===== src/rtl/activation_stream.sv =====
// -----------------------------------------------------------------------------
// activation_stream
//   Pipelined activation unit with a valid/ready handshake. Each beat carries
//   MATRIX_WIDTH fixed-point lanes plus its own mode and signedness. One of five
//   functions (NONE, RELU, RELU6, LEAKY, HSIG) is applied per lane, and the
//   result is quantised to OUT_WIDTH bits.
//
//   Pipeline: S1 capture -> S2 function -> S3 quantise -> output register.
//   All stages shift together whenever the output register is empty or being
//   drained. A beat accepted at edge N appears on the output after edge N+3.
//
// Ports
//   clk_i        clock
//   rst_i        synchronous, active-high reset
//   in_valid_i   input beat valid
//   in_ready_o   unit accepts a beat this cycle
//   mode_i       0 NONE, 1 RELU, 2 RELU6, 3 LEAKY, 4 HSIG, 5-7 NONE
//   is_signed_i  1: lanes are two's complement, 0: lanes are unsigned
//   data_in_i    lane i at [i*IN_WIDTH +: IN_WIDTH]
//   out_valid_o  output beat valid
//   out_ready_i  consumer accepts the output beat
//   data_out_o   lane i at [i*OUT_WIDTH +: OUT_WIDTH]
//   sat_count_o  saturated-lane counter       (ACT_SAT_COUNT_EN only)
//   sat_clear_i  clears sat_count_o            (ACT_SAT_COUNT_EN only)
//
// Build option
//   ACT_SAT_COUNT_EN : adds the saturation counter and its two ports.
// -----------------------------------------------------------------------------
module activation_stream #(
  parameter int MATRIX_WIDTH  = 4,
  parameter int IN_WIDTH      = 32,
  parameter int FRAC_BITS     = 16,
  parameter int OUT_WIDTH     = 8,
  parameter int OUT_FRAC_BITS = 0
) (
  input  logic                              clk_i,
  input  logic                              rst_i,
  input  logic                              in_valid_i,
  output logic                              in_ready_o,
  input  logic [2:0]                        mode_i,
  input  logic                              is_signed_i,
  input  logic [MATRIX_WIDTH*IN_WIDTH-1:0]  data_in_i,
  output logic                              out_valid_o,
  input  logic                              out_ready_i,
  output logic [MATRIX_WIDTH*OUT_WIDTH-1:0] data_out_o
`ifdef ACT_SAT_COUNT_EN
  ,
  output logic [31:0]                       sat_count_o,
  input  logic                              sat_clear_i
`endif
);

  // S2 carries four extra headroom bits so RELU6/HSIG arithmetic cannot wrap.
  localparam int W2 = IN_WIDTH + 4;
  // HSIG scales by 2^OUT_WIDTH before dropping the fraction.
  localparam int QW = W2 + OUT_WIDTH;
  localparam int SH = FRAC_BITS - OUT_FRAC_BITS;

  typedef logic signed [W2-1:0] wide_t;
  typedef logic signed [QW-1:0] qwide_t;

  localparam logic [2:0] MODE_NONE  = 3'd0;
  localparam logic [2:0] MODE_RELU  = 3'd1;
  localparam logic [2:0] MODE_RELU6 = 3'd2;
  localparam logic [2:0] MODE_LEAKY = 3'd3;
  localparam logic [2:0] MODE_HSIG  = 3'd4;

  localparam wide_t  ONE_W  = wide_t'(1) <<< FRAC_BITS;
  localparam wide_t  HALF_W = ONE_W >>> 1;
  localparam wide_t  SIX_W  = wide_t'(6) <<< FRAC_BITS;
  localparam wide_t  SMAX   = wide_t'((1 << (OUT_WIDTH - 1)) - 1);
  localparam wide_t  SMIN   = -SMAX - wide_t'(1);
  localparam wide_t  UMAX   = wide_t'((1 << OUT_WIDTH) - 1);
  localparam qwide_t UMAX_Q = qwide_t'(UMAX);

  // ---------------------------------------------------------------------------
  // Lane helpers
  // ---------------------------------------------------------------------------
  function automatic wide_t extend(input logic [IN_WIDTH-1:0] lane, input logic sgn);
    logic ext;
    ext = sgn & lane[IN_WIDTH-1];
    return wide_t'({{4{ext}}, lane});
  endfunction

  // Unsigned lanes are zero-extended, so they are never negative and
  // RELU/LEAKY naturally collapse to NONE for them.
  function automatic wide_t act_fn(input wide_t x, input logic [2:0] mode);
    wide_t y;
    wide_t h;
    y = x;
    h = (x >>> 2) + HALF_W;
    case (mode)
      MODE_RELU: begin
        if (x < 0) y = '0;
      end
      MODE_RELU6: begin
        if (x < 0)          y = '0;
        else if (x > SIX_W) y = SIX_W;
      end
      MODE_LEAKY: begin
        if (x < 0) y = x >>> 3;
      end
      MODE_HSIG: begin
        if (h < 0)          y = '0;
        else if (h > ONE_W) y = ONE_W;
        else                y = h;
      end
      default: y = x;
    endcase
    return y;
  endfunction

  function automatic logic [OUT_WIDTH-1:0] quant_val(input wide_t y, input logic hsig,
                                                     input logic sgn);
    wide_t                 q;
    qwide_t                qh;
    logic [OUT_WIDTH-1:0]  r;
    q  = y >>> SH;
    qh = (qwide_t'(y) <<< OUT_WIDTH) >>> FRAC_BITS;
    if (hsig) begin
      // HSIG output is a pure unsigned fraction in [0, 1).
      r = (qh > UMAX_Q) ? UMAX_Q[OUT_WIDTH-1:0] : qh[OUT_WIDTH-1:0];
    end else if (sgn) begin
      if (q > SMAX)      r = SMAX[OUT_WIDTH-1:0];
      else if (q < SMIN) r = SMIN[OUT_WIDTH-1:0];
      else               r = q[OUT_WIDTH-1:0];
    end else begin
      if (q > UMAX)      r = UMAX[OUT_WIDTH-1:0];
      else if (q < 0)    r = '0;
      else               r = q[OUT_WIDTH-1:0];
    end
    return r;
  endfunction

`ifdef ACT_SAT_COUNT_EN
  function automatic logic quant_sat(input wide_t y, input logic hsig, input logic sgn);
    wide_t  q;
    qwide_t qh;
    logic   s;
    q  = y >>> SH;
    qh = (qwide_t'(y) <<< OUT_WIDTH) >>> FRAC_BITS;
    if (hsig)     s = (qh > UMAX_Q);
    else if (sgn) s = (q > SMAX) || (q < SMIN);
    else          s = (q > UMAX) || (q < 0);
    return s;
  endfunction
`endif

  // ---------------------------------------------------------------------------
  // Pipeline registers
  // ---------------------------------------------------------------------------
  logic                              advance;

  logic                              s1_valid_q;
  logic [MATRIX_WIDTH*IN_WIDTH-1:0]  s1_data_q;
  logic [2:0]                        s1_mode_q;
  logic                              s1_signed_q;

  logic                              s2_valid_q;
  wide_t                             s2_y_q [MATRIX_WIDTH];
  wide_t                             s2_y_d [MATRIX_WIDTH];
  logic                              s2_hsig_q;
  logic                              s2_signed_q;

  logic                              s3_valid_q;
  logic [MATRIX_WIDTH*OUT_WIDTH-1:0] s3_data_q;
  logic [MATRIX_WIDTH*OUT_WIDTH-1:0] s3_data_d;

  logic                              out_valid_q;
  logic [MATRIX_WIDTH*OUT_WIDTH-1:0] out_data_q;

`ifdef ACT_SAT_COUNT_EN
  logic [MATRIX_WIDTH-1:0]           s3_sat_q;
  logic [MATRIX_WIDTH-1:0]           s3_sat_d;
`endif

  // The whole pipeline moves in lock-step; it only stalls while a finished
  // beat sits in the output register unclaimed.
  assign advance     = !out_valid_q || out_ready_i;
  assign in_ready_o  = advance;
  assign out_valid_o = out_valid_q;
  assign data_out_o  = out_data_q;

  always_comb begin
    s2_y_d = '{default: '0};
    for (int i = 0; i < MATRIX_WIDTH; i++) begin
      s2_y_d[i] = act_fn(extend(s1_data_q[i*IN_WIDTH +: IN_WIDTH], s1_signed_q), s1_mode_q);
    end
  end

  always_comb begin
    s3_data_d = '0;
    for (int i = 0; i < MATRIX_WIDTH; i++) begin
      s3_data_d[i*OUT_WIDTH +: OUT_WIDTH] = quant_val(s2_y_q[i], s2_hsig_q, s2_signed_q);
    end
  end

`ifdef ACT_SAT_COUNT_EN
  always_comb begin
    s3_sat_d = '0;
    for (int i = 0; i < MATRIX_WIDTH; i++) begin
      s3_sat_d[i] = quant_sat(s2_y_q[i], s2_hsig_q, s2_signed_q);
    end
  end
`endif

  always_ff @(posedge clk_i) begin
    if (rst_i) begin
      s1_valid_q  <= 1'b0;
      s1_data_q   <= '0;
      s1_mode_q   <= MODE_NONE;
      s1_signed_q <= 1'b0;
      s2_valid_q  <= 1'b0;
      s2_y_q      <= '{default: '0};
      s2_hsig_q   <= 1'b0;
      s2_signed_q <= 1'b0;
      s3_valid_q  <= 1'b0;
      s3_data_q   <= '0;
      out_valid_q <= 1'b0;
      out_data_q  <= '0;
`ifdef ACT_SAT_COUNT_EN
      s3_sat_q    <= '0;
`endif
    end else if (advance) begin
      s1_valid_q  <= in_valid_i;
      s1_data_q   <= data_in_i;
      s1_mode_q   <= mode_i;
      s1_signed_q <= is_signed_i;
      s2_valid_q  <= s1_valid_q;
      s2_y_q      <= s2_y_d;
      s2_hsig_q   <= (s1_mode_q == MODE_HSIG);
      s2_signed_q <= s1_signed_q;
      s3_valid_q  <= s2_valid_q;
      s3_data_q   <= s3_data_d;
      out_valid_q <= s3_valid_q;
      out_data_q  <= s3_data_q;
`ifdef ACT_SAT_COUNT_EN
      s3_sat_q    <= s3_sat_d;
`endif
    end
  end

  // ---------------------------------------------------------------------------
  // Saturation counter
  // ---------------------------------------------------------------------------
`ifdef ACT_SAT_COUNT_EN
  logic [31:0] sat_count_q;
  logic [31:0] sat_count_d;
  logic [32:0] sat_sum;

  always_comb begin
    sat_sum = {1'b0, sat_count_q};
    for (int i = 0; i < MATRIX_WIDTH; i++) begin
      sat_sum = sat_sum + 33'(s3_sat_q[i]);
    end
    sat_count_d = sat_count_q;
    if (sat_clear_i) begin
      sat_count_d = '0;
    end else if (advance && s3_valid_q) begin
      sat_count_d = sat_sum[32] ? '1 : sat_sum[31:0];
    end
  end

  always_ff @(posedge clk_i) begin
    if (rst_i) sat_count_q <= '0;
    else       sat_count_q <= sat_count_d;
  end

  assign sat_count_o = sat_count_q;
`endif

endmodule

===== config.mk =====
export PLATFORM = sky130hd
export DESIGN_NAME = activation_stream
export DESIGN_NICKNAME = d
export VERILOG_FILES = /design/src/rtl/activation_stream.sv
export SDC_FILE = /design/constraint.sdc
export NUM_CORES = 1
export LEC_CHECK = 0
export ABC_AREA = 1
export CORE_MARGIN = 2
export CORE_UTILIZATION = 35
export CTS_BUF_LIST = sky130_fd_sc_hd__clkbuf_8
export DETAILED_ROUTE_END_ITERATION = 12
export PLACE_DENSITY_LB_ADDON = 0.05
export REMOVE_ABC_BUFFERS = 1
export SLEW_MARGIN = 20
export SYNTH_ARGS = -nofsm -noshare
export SYNTH_HDL_FRONTEND = slang
export SYNTH_SLANG_ARGS = --single-unit
export TNS_END_PERCENT = 30

===== constraint.sdc =====
create_clock -name clk_i -period 2.6 [get_ports clk_i]
set_input_delay 0.78 -clock clk_i [delete_from_list [all_inputs] [get_ports clk_i]]
set_output_delay 0.78 -clock clk_i [all_outputs]
set_load 0.05 [all_outputs]

==> impl_results.md, run 1 <==
* Final Skew at 31.6 ps
* Leakage at 8.90 nW
* Initial antenna violation count at 2
* Most common cell in the netlist: nand2_1
* Post-route ant nets at 0
* Drt pass-1 iters at 5
* F_max at 400 MHz
* CP startpoint kind: input port
* WL final at 60.2 mm
* Synthesis-stage register bit count at 302
* Die ar. at 0.0514 sq mm
* Endpoints failing setup at 0
* H-tree Lvls at 2
* Synthesis Warnings at 0
* Core area at 0.0490 sq mm
* Mean area per synthesized cell at 6.37 sq um
* Gr usage total at 23.3%
* Reg-to-reg setup timing slack at 180 ps
* Area growth syn-to-layout at 20.5%
* PD cells at 617 mW/mm^2
* Hold_buf cts at 0
* Setup_tns at 0 ps
* Worst hold slack at 450 ps
* DIE WIDTH at 227 um
* Final period utilization at 96.1%
* Root Driver: clkbuf_8
* Main flop type after synthesis: dfxtp_1
* Share of flip-flops with an asynchronous set or reset at 0%
* Grt peak-use layer: met2
* M1 GR Usage at 32.3%
* Synth cell count leaders: 500 x nand2_1, 465 x o21ai_0, 302 x dfxtp_1, 299 x nor2_1, 256 x inv_1
* CP arrival at 1720 ps
* Global-route wire length before repair at 95.4 mm
* FILL cells at 5220
* Post-synth EDFFs at 0
* CTS tree: yes
* Cell accounting for the most synthesized area: dfxtp_1
* DP HPWL at 42.3 mm
* Pre-CTS setup slack at -54.1 ps
* Die height at 227 um
* Final setup margin at 102 ps
* Remaining global-route overflow at 0
* Fin area at 0.0209 sq mm
* Register area share after synthesis at 34.8%
* RSZ-0062 raised after global routing: true
* I/O Buffers at 169
* DRC violations left at 0
* Top-area cell type share of the netlist area at 34.8%
* Final Net Count at 2979
* Max transition margin at 35.6%
* Initial DRC Count at 1425
* Layout cell share with drive strength beyond 1 at 7.58%
* Gate Count Post-Synth at 2724
* Global-route track usage on met2 at 37.5%
* Diodes inserted at 0
* Worst Setup End Kind: output pin
* Worst Path Required at 1820 ps
* Vias at 18500
* CTS clk-pin slew, worst paths at 60 ps
* Num rows at 81
* CTS Sinks at 302
* Crit-path max FO at 5
* Final hold vios at 0
* I/O Pins at 170
* Netlist cell types at 44
* Vias in the first global route at 17200
* Crit path time final at 2500 ps
* GR Layer Usage met3 at 3.01%
* Hold Path Class: reg -> reg
* Drt wl/cell at 17.0 um
* Max IR drop VDD at 0.000304 V
* Vias/cell at 5.24
* Mapped cell area at 0.0174 sq mm
* Synth top area cells: dfxtp_1 35%, o21ai_0 13%, nand2_1 11%, a21oi_1 6.8%, nor2_1 6.5%
* Initial Util at 35.5%
* Status: completed
* Setup CP Type: in -> out
* Longest Clk Path Bufs at 3
* Max Cap Viol at 0
* Final RePlAce weighted congestion at 0.884
* CTS Buf Count at 55
* Worst slew pin tran at 956 ps
* Final-report max-slew violation count at 0
* Pin count of the biggest net entering global routing at 116
* Dpl cell area at 0.0198 sq mm
* Post-CTS Setup Bufs at 0
* Clk Latency, worst-skew pair at 670 ps
[cells in the final DEF, fill, tap and decap left out, drive strengths merged, types with 4 or more instances in the layout]
cell	synthesis	routed
nand3	172	172
dfxtp	302	302
clkbuf	147	72
a41oi	14	14
ha	8	8
o21ai	469	469
a31oi	32	32
inv	267	279
nor4	8	8
dlygate4sd2	0	33
xor2	21	21
nand2	513	513
o211ai	31	31
a21oi	242	242
nor2	327	327
buf	25	58
clkinv	2	11
nor3	37	37
a211oi	12	12
nand4	76	76
o31ai	4	4
clkdlybuf4s50	0	135
[routing by layer]
| layer | up-vias | wire, um | share of wire, % |
|---|---|---|---|
| li1 | 9373 | - | - |
| met1 | 8580 | 28600 | 48 |
| met2 | 509 | 27200 | 45 |
| met3 | 83 | 2980 | 5.0 |
| met4 | 0 | 1370 | 2.3 |
| met5 | - | 0 | 0 |
[cells by family (layout without fill, tap and decap cells)]
family | Yosys count | after routing | synth area share [%]
AOI/OAI and AO/OA | 809 | 809 | 24.8
xor gates and xnor gates | 23 | 23 | 1.20
adders and majority gates | 8 | 8 | 0.577
buffers and inverters | 441 | 593 | 9.88
DFF | 302 | 302 | 34.8
and+or+nand+nor | 1141 | 1141 | 28.7
[cell type report]
type	count	area (sq um)	share of cell area, %
inverter	269	1020	4.89
multi-input combinational	1981	9610	45.9
clock inverter	26	200	0.957
sequential	302	6050	28.9
clock buffer	72	991	4.74
tap	664	831	3.97
timing repair buffer	226	2210	10.6
[power breakdown]
part           switching, W  internal [W]
registers          0.000381       0.00505
clock network       0.00216       0.00277
logic               0.00163      0.000918
[path summary, 6_finish.rpt]
path | start | endpoint | cells past startpoint
setup / recovery | out_ready_i | in_ready_o | 4
hold / removal | s1_data_q[99] | s1_data_q[99] | 2
setup reg to reg | s1_mode_q[1] | s2_y_q[59] | 9
hold reg to reg | s1_data_q[99] | s1_data_q[99] | 2
[registers in the layout, summed over array words and instances (netlist names)]
name,flops
s1_data_q,128
s1_valid_q,1
s1_signed_q,1
s2_valid_q,1
s2_signed_q,1
s2_y_q,100
s3_data_q,32
s3_valid_q,1
data_out_o,32
s1_mode_q,3
out_valid_o,1
s2_hsig_q,1
[what timing repair did]
action / 4_1_cts / 5_1_grt
endpoints found under the hold margin: 0 / 0
resized for setup: 33 / 1
endpoints found under the setup margin: 33 / 2
[per-stage QoR]
stage,instances,total power (W),util (%)
6_report,3540,0.0129,42.7
5_1_grt,3540,0.0136,42.7
4_1_cts,3540,0.0131,42.7
3_5_place_dp,3442,0.00810,40.4
3_3_place_gp,3442,0.00809,40.4
2_1_floorplan,2552,0.00705,-
[worst max-delay path, stage by stage]
cell and delay, ps:
clkdlybuf4s50_1 450, nor2_4 220, inv_8 70, buf_4 190
(Power assumes the default switching activity.)
==> run 2: changes to the inputs <==
--- a/config.mk
+++ b/config.mk
@@ -9,6 +9,7 @@
 export CORE_MARGIN = 2
 export CORE_UTILIZATION = 35
 export CTS_BUF_LIST = sky130_fd_sc_hd__clkbuf_8
+export CTS_CLUSTER_SIZE = 16
 export DETAILED_ROUTE_END_ITERATION = 12
 export PLACE_DENSITY_LB_ADDON = 0.05
 export REMOVE_ABC_BUFFERS = 1
==> run 2 against run 1 <==
Net effect: non-clock buffer count rose by 1; sequential share of layout area fell by 0.26 points; clock power rose by 12%; maximum frequency barely moved; routed wire length fell by 0.13%; total power rose by 4.5%; hold slack barely moved.
==> impl_results.md, run 2 (synthesis gave the netlist of run 1 again) <==
* CTS tree: yes
* I/O Pins at 170
* CTS clk-pin slew, worst paths at 60 ps
* Initial Util at 35.5%
* WL final at 60.1 mm
* Max reg flops at 128
* Delay of the slowest cell on the worst path at 450 ps
* Status: completed
* Pre-CTS setup slack at -54.1 ps
* Worst slew pin tran at 945 ps
* Max Cap Viol at 0
* Biggest regs: s1_data_q x128, s2_y_q x100
* Die height at 227 um
* Final period utilization at 96.1%
* Power, Total at 0.0135 W
* Max IR drop VDD at 0.000334 V
* DP HPWL at 42.3 mm
* Setup CP Type: in -> out
* Initial DRC Count at 1459
* DIE WIDTH at 227 um
* Pin count of the biggest net entering global routing at 116
* Drt wl/cell at 16.9 um
* Leakage at 8.99 nW
* Crit-path max FO at 5
* H-tree Lvls at 2
* Final-report max-slew violation count at 0
* FF-to-FF Start: s1_mode_q[1]
* CTS Buf Count at 56
* Die ar. at 0.0514 sq mm
* Hold Path Sink: s1_data_q[99]
* Core area at 0.0490 sq mm
* Max transition margin at 36.3%
* RSZ-0062 raised after global routing: false
* Critical-path top delay cell: clkdlybuf4s50_1
* Vias in the first global route at 17300
* Dpl cell area at 0.0198 sq mm
* CP arrival at 1720 ps
* Reg-to-reg setup timing slack at 160 ps
* Final Skew at 31.0 ps
* Crit path time final at 2500 ps
* Remaining global-route overflow at 0
* Fin area at 0.0211 sq mm
* DRC violations left at 0
* Longest Clk Path Bufs at 3
* Vias/cell at 5.23
* Min-delay src: s1_data_q[99]
* Global-route wire length before repair at 95.4 mm
* FILL cells at 5214
* Worst Path Required at 1820 ps
* Biggest register: s1_data_q
* I/O Buffers at 169
* WHS Path Cells at 2
* Area growth syn-to-layout at 21.6%
* CTS Sinks at 302
* Vias at 18500
* Drt pass-1 iters at 6
* Layout cell share with drive strength beyond 1 at 7.91%
* Final hold vios at 0
* CP startpoint kind: input port
* Post-route insts no fill at 3548
* R2r worst-path depth at 9
* Commonest non-fill, non-tap cell in the layout: nand2_1
* Worst Setup End Kind: output pin
* Post-route ant nets at 0
* Worst hold slack at 450 ps
* Commonest non-fill, non-tap cells in the layout: 500 x nand2_1, 465 x o21ai_0, 302 x dfxtp_1
* PD cells at 639 mW/mm^2
* Hold Path Class: reg -> reg
* Endpoints failing setup at 0
* Cell count after placement at 3442
* F_max at 400 MHz
* Gr usage total at 23.2%
* R2R Path End: s2_y_q[59]
* Num rows at 81
* Initial antenna violation count at 1
* Final Net Count at 2981
* Final setup margin at 101 ps
* Worst path cell trace: clkdlybuf4s50_1, nor2_4, inv_8, buf_4
* Final RePlAce weighted congestion at 0.884
* Root Driver: clkbuf_8
* Clk Latency, worst-skew pair at 670 ps
[run 2: cell types whose count changed in the layout (fill, tap and decap cells not counted)]
| cell | delta |
|---|---|
| clkinvlp_4 | -1 |
| inv_1 | -3 |
| bufinv_16 | +3 |
| clkbuf_8 | +7 |
| diode_2 | +1 |
| buf_12 | +1 |
[run 2: cell type report]
| type | instances | area, sq um | area share, % |
|---|---|---|---|
| Antenna cell | 1 | 2.50 | 0.0119 |
| Clock buffer | 79 | 1090 | 5.15 |
| Clock inverter | 25 | 272 | 1.29 |
| Inverter | 269 | 1020 | 4.84 |
| Multi-Input combinational cell | 1981 | 9610 | 45.5 |
| Sequential cell | 302 | 6050 | 28.6 |
| Tap cell | 664 | 831 | 3.94 |
| Timing Repair Buffer | 227 | 2230 | 10.6 |
[run 2: how the worst max path moves through the flow]
stage	start	to	slack (ps)	depth (start not counted)
finish	out_ready_i	in_ready_o	100	4
global route	s1_data_q[50]	s2_y_q[82]	20	15
CTS	out_ready_i	in_ready_o	90	4
global placement	out_ready_i	s2_y_q[59]	-60	6
floorplan	out_ready_i	in_ready_o	-18170	2
detailed placement	out_ready_i	s2_y_q[59]	-50	6
[run 2: power breakdown]
group | internal [W] | leakage [nW] | switching (W)
clock | 0.00329 | 0.735 | 0.00221
combinational | 0.000925 | 5.75 | 0.00163
sequential | 0.00505 | 2.50 | 0.000379
total | 0.00926 | 8.99 | 0.00422
[run 2: metal layers]
metal / vias up / global-route usage (%) / share of wire (%)
li1: 9383 / - / -
met1: 8599 / 32.1 / 48
met2: 463 / 37.1 / 45
met3: 97 / 3.72 / 5.1
met4: 0 / 6.88 / 2.6
met5: - / 0 / 0
[run 2: what timing repair did]
item                       4_1_cts  5_1_grt
pin swaps                        0        1
gates resized for setup         33        1
hold endpoints to repair         0        0
setup endpoints to repair       33        2
setup buffers                    0        1
hold buffers                     0        0
[run 2: critical path, delay by kind of cell]
kind / cells / cell delay (ps)
AND/OR/NAND/NOR: 1 / 220
buffers and inverters: 3 / 710
[run 2: per-stage QoR]
stage | utilization, % | TNS (ps)
finish | 43.1 | 0
global route | 43.1 | 0
CTS | 43.1 | 0
detailed placement | 40.4 | -54.1
global placement | 40.4 | -61.2
floorplan | - | -4138600
==> run 3: changes to the inputs <==
--- a/config.mk
+++ b/config.mk
@@ -6,7 +6,6 @@
 export NUM_CORES = 1
 export LEC_CHECK = 0
 export ABC_AREA = 1
-export CORE_MARGIN = 2
 export CORE_UTILIZATION = 35
 export CTS_BUF_LIST = sky130_fd_sc_hd__clkbuf_8
 export CTS_CLUSTER_SIZE = 16
==> run 3 against run 2 <==
Net effect: first-iteration DRC count up 5.1%; hold slack worse by 3.3 ps; critical path depth unchanged; highest routed layer unchanged.
==> impl_results.md, run 3 (synthesis gave the netlist of run 1 again) <==
* R2r worst-path depth at 10
* RSZ-0062 raised after global routing: false
* Global-route wire length before repair at 96.2 mm
* Worst path cell trace: clkdlybuf4s50_1, nor2_4, inv_8, buf_12
* Area growth syn-to-layout at 21.1%
* Die ar. at 0.0505 sq mm
* Core area at 0.0490 sq mm
* Cell count after placement at 3450
* Endpoints failing setup at 0
* CTS tree: yes
* Biggest regs: s1_data_q x128, s2_y_q x100
* Post-CTS Setup Bufs at 0
* Die height at 225 um
* Biggest register: s1_data_q
* Initial DRC Count at 1534
* Delay of the slowest cell on the worst path at 440 ps
* Min-delay src: s1_data_q[32]
* Critical-path top delay cell: clkdlybuf4s50_1
* Max transition margin at 40.6%
* Leakage at 8.97 nW
* I/O Buffers at 169
* CP arrival at 1650 ps
* FF-to-FF Start: s1_mode_q[1]
* Hold_buf cts at 0
* Setup_tns at 0 ps
* I/O Pins at 170
* Commonest non-fill, non-tap cells in the layout: 500 x nand2_1, 465 x o21ai_0, 302 x dfxtp_1
* WHS Path Cells at 2
* Final hold vios at 0
* Post-route ant nets at 0
* WL final at 60.3 mm
* PD cells at 606 mW/mm^2
* Drt pass-1 iters at 6
* Crit-path max FO at 2
* Hold Path Class: reg -> reg
* Worst slew pin tran at 882 ps
* FILL cells at 5239
* Root Driver: clkbuf_8
* Remaining global-route overflow at 0
* Reg-to-reg setup timing slack at 240 ps
* Status: completed
* CTS Buf Count at 55
* Max IR drop VDD at 0.000271 V
* Power, Total at 0.0127 W
* Final Net Count at 2987
* Vias at 18600
* Clk Latency, worst-skew pair at 650 ps
* DP HPWL at 42.7 mm
* Setup CP Type: in -> out
* CP startpoint kind: input port
* Worst Setup End Kind: output pin
* Commonest non-fill, non-tap cell in the layout: nand2_1
* CTS Sinks at 302
* H-tree Lvls at 2
* DRC violations left at 0
* Worst hold slack at 446 ps
* CTS clk-pin slew, worst paths at 60 ps
* Max Cap Viol at 0
* Layout cell share with drive strength beyond 1 at 7.73%
* Pin count of the biggest net entering global routing at 109
* Final-report max-slew violation count at 0
* Vias in the first global route at 17600
* Final period utilization at 93.3%
* Num rows at 81
* F_max at 412 MHz
* R2R Path End: s2_y_q[123]
* Vias/cell at 5.25
* Final Core Density at 42.9%
* DIE WIDTH at 225 um
* Gr usage total at 23.7%
* Longest Clk Path Bufs at 3
* Final Skew at 19.7 ps
* Crit path time final at 2430 ps
* Initial Util at 35.5%
* Diodes inserted at 0
* Max reg flops at 128
* Worst Path Required at 1820 ps
* Hold Path Sink: s1_data_q[32]
* Drt wl/cell at 17.0 um
* Initial antenna violation count at 0
* Final RePlAce weighted congestion at 0.892
* Post-route insts no fill at 3547
run 3: where the power goes:
part           total, W  switching (W)  internal, W  leakage [nW]
clock network   0.00473        0.00211      0.00263         0.654
logic           0.00259        0.00165     0.000932          5.81
registers       0.00541       0.000367      0.00505          2.50
run 3: metal layers:
layer,GRT usage [%],wire (um),vias up
met5,0,0,-
met4,5.92,1020,0
met3,3.53,3320,74
met2,38.1,27000,506
met1,33.2,28900,8657
li1,-,-,9385
run 3: layout make-up:
class                      instances  area [sq um]  share of cell area, %
multi-input combinational       1981          9610                   45.7
sequential                       302          6050                   28.8
timing repair buffer             234          2350                   11.2
clock buffer                      78          1070                   5.11
inverter                         269          1020                   4.87
tap                              664           831                   3.95
clock inverter                    19          78.8                  0.375
run 3: through the flow:
stage,area (sq um),worst slack (ps)
2_1_floorplan,16600,-18170
3_3_place_gp,19900,83.6
3_5_place_dp,19900,48.6
4_1_cts,21000,164
5_1_grt,21000,17.2
6_report,21000,174
run 3: worst max-delay path, delay by kind of cell:
family        cells  cell delay [ps]
buf+inv           3              630
simple gates      1              220
run 3: repair_timing:
action	4_1_cts	5_1_grt
endpoints found under the setup margin	33	4
cloned	0	0
resized for setup	33	2
run 3: worst max-delay path by stage:
| stage | end | start | slack, ps | depth (start not counted) |
|---|---|---|---|---|
| 4_1_cts | in_ready_o | out_ready_i | 160 | 4 |
| 3_3_place_gp | s1_data_q[13] | out_ready_i | 80 | 7 |
| 2_1_floorplan | in_ready_o | out_ready_i | -18170 | 2 |
| 3_5_place_dp | s1_data_q[11] | out_ready_i | 50 | 7 |
| 6_report | in_ready_o | out_ready_i | 170 | 4 |
| 5_1_grt | s2_y_q[11] | s1_data_q[114] | 20 | 11 |
